## src/rtl/issue_queue_alloc.sv

```systemverilog
// rtl/issue_queue_alloc.sv - 16-entry issue queue with relative-age allocation and tag wakeup
module issue_queue_alloc #(
   parameter int OPCODE_WIDTH = 7,
   parameter int AGE_WIDTH    = 5,
   parameter int TAG_WIDTH    = 6
) (
   input  logic                    clk,
   input  logic                    rst_n,
   input  logic                    disp_valid,
   output logic                    disp_ready,
   input  logic [OPCODE_WIDTH-1:0] disp_op,
   input  logic [TAG_WIDTH-1:0]    disp_src1_tag,
   input  logic [TAG_WIDTH-1:0]    disp_src2_tag,
   input  logic                    disp_src1_rdy,
   input  logic                    disp_src2_rdy,
   input  logic [TAG_WIDTH-1:0]    disp_dst_tag,
   input  logic                    wake_valid,
   input  logic [TAG_WIDTH-1:0]    wake_tag,
   output logic [15:0]             req,
   output logic [OPCODE_WIDTH-1:0] op  [15:0],
   output logic [AGE_WIDTH-1:0]    age [15:0],
   input  logic                    grant,
   input  logic [3:0]              grant_addr,
   output logic                    iss_valid,
   output logic [OPCODE_WIDTH-1:0] iss_op,
   output logic [TAG_WIDTH-1:0]    iss_dst_tag,
   input  logic                    flush,
   output logic [4:0]              count
);

   logic [15:0]             r_valid;
   logic [OPCODE_WIDTH-1:0] r_op   [15:0];
   logic [TAG_WIDTH-1:0]    r_s1_tag [15:0];
   logic [TAG_WIDTH-1:0]    r_s2_tag [15:0];
   logic [15:0]             r_s1_rdy;
   logic [15:0]             r_s2_rdy;
   logic [TAG_WIDTH-1:0]    r_dst  [15:0];
   logic [AGE_WIDTH-1:0]    r_age  [15:0];
   logic [4:0]              r_count;
   logic                    r_iss_valid;
   logic [OPCODE_WIDTH-1:0] r_iss_op;
   logic [TAG_WIDTH-1:0]    r_iss_dst;

   logic                    w_disp_ok;
   logic                    w_grant_ok;
   logic [3:0]              w_free_idx;
   logic [AGE_WIDTH-1:0]    w_grant_age;
   logic [AGE_WIDTH-1:0]    w_new_age;
   logic                    w_s1_rdy_in;
   logic                    w_s2_rdy_in;

   assign req         = r_valid & r_s1_rdy & r_s2_rdy;
   assign disp_ready  = (r_count < 5'd16);
   assign count       = r_count;
   assign iss_valid   = r_iss_valid;
   assign iss_op      = r_iss_op;
   assign iss_dst_tag = r_iss_dst;

   assign w_disp_ok   = disp_valid & disp_ready;
   assign w_grant_ok  = grant & req[grant_addr];
   assign w_grant_age = r_age[grant_addr];
   // A same-cycle issue shrinks the queue, so the newcomer lands one age lower
   assign w_new_age   = AGE_WIDTH'(r_count - {4'b0, w_grant_ok});
   // Sources woken in the dispatch cycle would otherwise miss the broadcast forever
   assign w_s1_rdy_in = disp_src1_rdy | (wake_valid && (wake_tag == disp_src1_tag));
   assign w_s2_rdy_in = disp_src2_rdy | (wake_valid && (wake_tag == disp_src2_tag));

   // Expose stored fields; invalid slots report age 0
   always_comb begin
      for (int i = 0; i < 16; i++) begin
         op[i]  = r_op[i];
         age[i] = r_valid[i] ? r_age[i] : '0;
      end
   end

   // Lowest-index empty slot, evaluated on cycle-start occupancy
   always_comb begin
      w_free_idx = 4'd0;
      for (int i = 15; i >= 0; i--) begin
         if (!r_valid[i]) w_free_idx = 4'(i);
      end
   end

   // Entry state: grant removal with age compaction, wakeup, dispatch write, flush
   always_ff @(posedge clk or negedge rst_n) begin
      if (!rst_n) begin
         r_valid     <= '0;
         r_s1_rdy    <= '0;
         r_s2_rdy    <= '0;
         r_count     <= '0;
         r_iss_valid <= 1'b0;
         r_iss_op    <= '0;
         r_iss_dst   <= '0;
         for (int i = 0; i < 16; i++) begin
            r_op[i]     <= '0;
            r_s1_tag[i] <= '0;
            r_s2_tag[i] <= '0;
            r_dst[i]    <= '0;
            r_age[i]    <= '0;
         end
      end else if (flush) begin
         r_valid     <= '0;
         r_count     <= '0;
         r_iss_valid <= 1'b0;
      end else begin
         for (int i = 0; i < 16; i++) begin
            if (r_valid[i]) begin
               if (w_grant_ok && (grant_addr == 4'(i))) begin
                  r_valid[i] <= 1'b0;
               end else if (w_grant_ok && (r_age[i] > w_grant_age)) begin
                  r_age[i] <= r_age[i] - 1'b1;
               end
               if (wake_valid && (r_s1_tag[i] == wake_tag)) r_s1_rdy[i] <= 1'b1;
               if (wake_valid && (r_s2_tag[i] == wake_tag)) r_s2_rdy[i] <= 1'b1;
            end
         end
         if (w_disp_ok) begin
            r_valid[w_free_idx]  <= 1'b1;
            r_op[w_free_idx]     <= disp_op;
            r_s1_tag[w_free_idx] <= disp_src1_tag;
            r_s2_tag[w_free_idx] <= disp_src2_tag;
            r_s1_rdy[w_free_idx] <= w_s1_rdy_in;
            r_s2_rdy[w_free_idx] <= w_s2_rdy_in;
            r_dst[w_free_idx]    <= disp_dst_tag;
            r_age[w_free_idx]    <= w_new_age;
         end
         r_count     <= 5'(r_count + {4'b0, w_disp_ok} - {4'b0, w_grant_ok});
         r_iss_valid <= w_grant_ok;
         if (w_grant_ok) begin
            r_iss_op  <= r_op[grant_addr];
            r_iss_dst <= r_dst[grant_addr];
         end
      end
   end

endmodule

```

## config.mk

```make
export PLATFORM = sky130hd
export DESIGN_NAME = issue_queue_alloc
export DESIGN_NICKNAME = d
export VERILOG_FILES = /design/src/rtl/issue_queue_alloc.sv
export SDC_FILE = /design/constraint.sdc
export NUM_CORES = 1
export LEC_CHECK = 0
export CAP_MARGIN = 20
export CORE_AREA = 4 4 282 284
export DETAILED_ROUTE_END_ITERATION = 10
export DIE_AREA = 0 0 286 288
export GPL_TIMING_DRIVEN = 0
export SLEW_MARGIN = 30
export SYNTH_ARGS = -nofsm -noshare
export SYNTH_HDL_FRONTEND = slang
export SYNTH_SLANG_ARGS = --single-unit
```

## constraint.sdc

```tcl
create_clock -name clk -period 11 [get_ports clk]
set_input_delay 1.1 -clock clk [delete_from_list [all_inputs] [get_ports clk]]
set_output_delay 1.1 -clock clk [all_outputs]
set_load 0.02 [all_outputs]
```

==> flow_metrics.py <==
metrics = {
    "outcome": {
        "outcome": "finished, final reports clean",
    },
    "setup_path": {
        "r2r_start": "r_valid[4]",
        "slowest_delay_ns": 0.74,
        "crit_type": "primary input to flop",
        "crit_family": "buffers and inverters",
        "critical_path_buf_inv_count": 5,
        "worstRegToRegCells": 16,
        "slowest_stage": "inv_1",
        "crit_path_max_fanout": 16,
        "worstSetupStartpointType": "primary input",
        "critPathCaptureType": "flop",
        "arrival_ns": 7.00,
        "timing.critical_path.mode_cell": "clkbuf_1",
        "r2r_end": "r_age[54]",
        "critPathRequiredTime_ns": 11.49,
        "reg2reg_slack_ns": 5.49,
        "path_cells": "clkdlybuf4s50_1 -> clkbuf_1 -> clkbuf_1 -> mux4_2 -> mux4_2 -> inv_1 -> ha_1 -> and4_1 -> a221oi_1 -> and3_1 -> clkbuf_1 -> a31oi_1 -> or3_1",
    },
    "timing": {
        "period_needed_ns": 6.51,
        "slew_viol_final": 0,
        "worstMarginPinSlew_ns": 1.08,
        "whs_ns": 0.411,
        "min_period_over_period_pct": 59.2,
        "setup_violations": 0,
        "rsz0062_at_grt": "false",
        "slew_headroom_pct": 27.8,
        "finalSetupTns_ns": 0,
        "max_freq_mhz": 154,
        "hold_viol": 0,
        "fin_skew_ns": 0.0361,
    },
    "flow_run": {
        "drv_cap": 0,
    },
    "pwr": {
        "p_per_area_nw_per_um2": 155,
        "ir_drop_uv": 115,
        "p_leak_nw": 16.4,
        "p_total_mw": 5.75,
    },
    "synthesis": {
        "synth.area.mux_share_pct": 22.1,
        "synth_top_area_share_pct": 44.8,
        "syn-num-nets": 2702,
        "syn_area_um2": 30600,
        "netlist-cell-type-count": 81,
        "yosys_most_used_dff": "dfrtp_1",
        "ys_seq_elements": 547,
        "synth-async-reset-ratio_pct": 100,
        "synth_fa_ha_area_share_pct": 4.36,
        "synth_top_family_by_area": "multiplexers",
        "synthXorXnorAreaFrac_pct": 5.99,
        "yosysTopAreaCell": "dfrtp_1",
        "synth.yosys.seq_area_share_pct": 44.8,
        "postSynthAreaPerCell_um2": 12.0,
        "post_synth_and_or_nand_nor_area_fraction_pct": 9.84,
        "synth_edf_count": 0,
        "synth_area_leaders": "dfrtp_1, mux2_2, mux4_2, ha_1, xnor2_1",
        "yosysWarnings": 0,
        "post-synth-top-count-cell": "dfrtp_1",
        "synth.top_cells.by_count": "dfrtp_1, mux2_2, xnor2_1, ha_1",
        "synth_compound_area_share_pct": 9.15,
        "postSynthCellCount": 2553,
    },
    "placed_design": {
        "hpwl_um": 88100,
        "finalWeightedCongestion": 0.975,
        "io_buffers": 261,
    },
    "worst_hold_path": {
        "min_path_type": "primary input to asynchronous set/reset pin",
    },
    "routing": {
        "wl_per_cell_um": 30.3,
        "vias_per_cell": 6.09,
        "drtPass1Iterations": 5,
        "num_vias": 24300,
        "drtIter0Drc": 2616,
        "routed_wl_um": 121000,
        "drcViolationCount": 0,
        "drtAntennaViolNets": 0,
    },
    "layout": {
        "drive_above_1_share_pct": 23.6,
        "nNetsFinal": 3042,
        "num-fill-cells": 7041,
        "layout-area-overhead-vs-synth_pct": 21.0,
    },
    "global_route": {
        "grt_pass1_wl_um": 174000,
        "grt-busiest-layer": "met2",
        "gr-usage-met2_pct": 47.4,
        "grt_pass1_vias": 24800,
        "met3_usage_pct": 5.46,
        "grt_max_degree": 89,
        "use_met1_pct": 37.0,
        "grtUsageTotal_pct": 28.8,
        "overflow": 0,
        "antenna_found_initial": 2,
    },
    "floorplanning": {
        "dieArea_um2": 82400,
        "dieWidth_um": 286,
        "start_util_pct": 39.6,
        "num_rows": 102,
        "core-area_um2": 77100,
        "die_y_um": 288,
        "ios": 271,
    },
    "cts": {
        "clock-sinks": 547,
        "cts_buffers": 66,
        "root_buffer": "clkbuf_16",
        "cts_hold_buf": 0,
        "cts_tree": "built",
        "clock_path_buffers": 3,
        "clock_latency_ns": 0.64,
        "cts.htree.levels": 3,
        "clk_pin_slew_ns": 0.06,
        "postCtsSetupBuffers": 0,
        "post_cts_resized": 0,
    },
}
[state kept, by name (all words and copies together), names as in the netlist]
name and count:
r_s2_rdy 16, iss_dst_tag 6, r_dst 96, r_s1_tag 96, r_s1_rdy 16, op 112
r_age 80, r_s2_tag 96, count 5, r_valid 16, iss_op 7, iss_valid 1
[layout by cell type, fill, tap and decap left out, types with 26 or more instances in the layout]
| cell type | instances |
|---|---|
| ha_1 | 105 |
| a22oi_1 | 40 |
| clkbuf_16 | 66 |
| mux4_2 | 90 |
| and2_1 | 65 |
| xor2_1 | 103 |
| nand4_1 | 61 |
| and3_1 | 28 |
| nand3_1 | 50 |
| clkbuf_1 | 108 |
| buf_2 | 44 |
| dfrtp_1 | 547 |
| o22a_1 | 26 |
| nor4_1 | 42 |
| mux2_2 | 360 |
| inv_1 | 71 |
| clkdlybuf4s50_1 | 260 |
| nand2_1 | 89 |
| nor2_1 | 77 |
| xnor2_1 | 106 |
| nor3_1 | 30 |
| a21oi_1 | 84 |
| o21ai_0 | 39 |
[worst max-delay path by stage]
stage | to | cells after the start | startpoint | slack (ns)
finish | r_age[64] | 13 | grant_addr[1] | 4.49
global route | r_age[52] | 14 | grant_addr[1] | 4.41
CTS | r_age[41] | 15 | grant_addr[1] | 4.54
detailed placement | r_age[41] | 15 | grant_addr[1] | 3.92
global placement | r_s2_tag[43] | 1 | rst_n | -15.77
floorplan | r_age[64] | 13 | grant_addr[0] | 5.86
[cells by family after synthesis]
family	Yosys count
XOR/XNOR	209
multiplexers	507
buffers and inverters	259
adder cells (fa/ha/maj)	106
AND/OR/NAND/NOR	537
AO/OA/AOI/OAI	388
flip-flops	547
[layout make-up]
type | instances | area (um2) | area share (%)
diodes | 1 | 2.50 | 0.00676
well taps | 1040 | 1300 | 3.52
multi-input cells | 1747 | 15700 | 42.6
clock inverters | 18 | 270 | 0.731
plain buffers | 184 | 878 | 2.37
inverters | 75 | 282 | 0.761
repair buffers | 272 | 2860 | 7.73
clock buffers | 101 | 1960 | 5.31
flip-flops and latches | 547 | 13700 | 37.0
[report_power, final]
group          leakage (nW)  switching, mW  internal [mW]  total [mW]
clock network          1.10          0.929           1.34        2.27
logic                  7.96          0.680          0.472        1.15
registers              7.39          0.155           2.17        2.33
total                  16.4           1.76           3.98        5.75
[metal layers]
metal  wire length (um)  share of wire, %  vias up
met4               6380               5.3        0
li1                   -                 -    10200
met1              47900                40    12500
met3               9350               7.7      329
met5                  0                 0        -
met2              57200                47     1245
[through the flow]
step / worst slack, ns / cells / area (um2) / util (%)
4_1_cts: 4.54 / 3981 / 36900 / 47.9
5_1_grt: 4.41 / 3984 / 37000 / 48.0
2_1_floorplan: 5.86 / 2553 / 30600 / -
3_3_place_gp: -15.77 / 3854 / 34500 / 44.7
6_report: 4.49 / 3985 / 37000 / 48.0
3_5_place_dp: 3.92 / 3862 / 34700 / 45.0
Note: power is estimated with default switching activity, not from simulation.
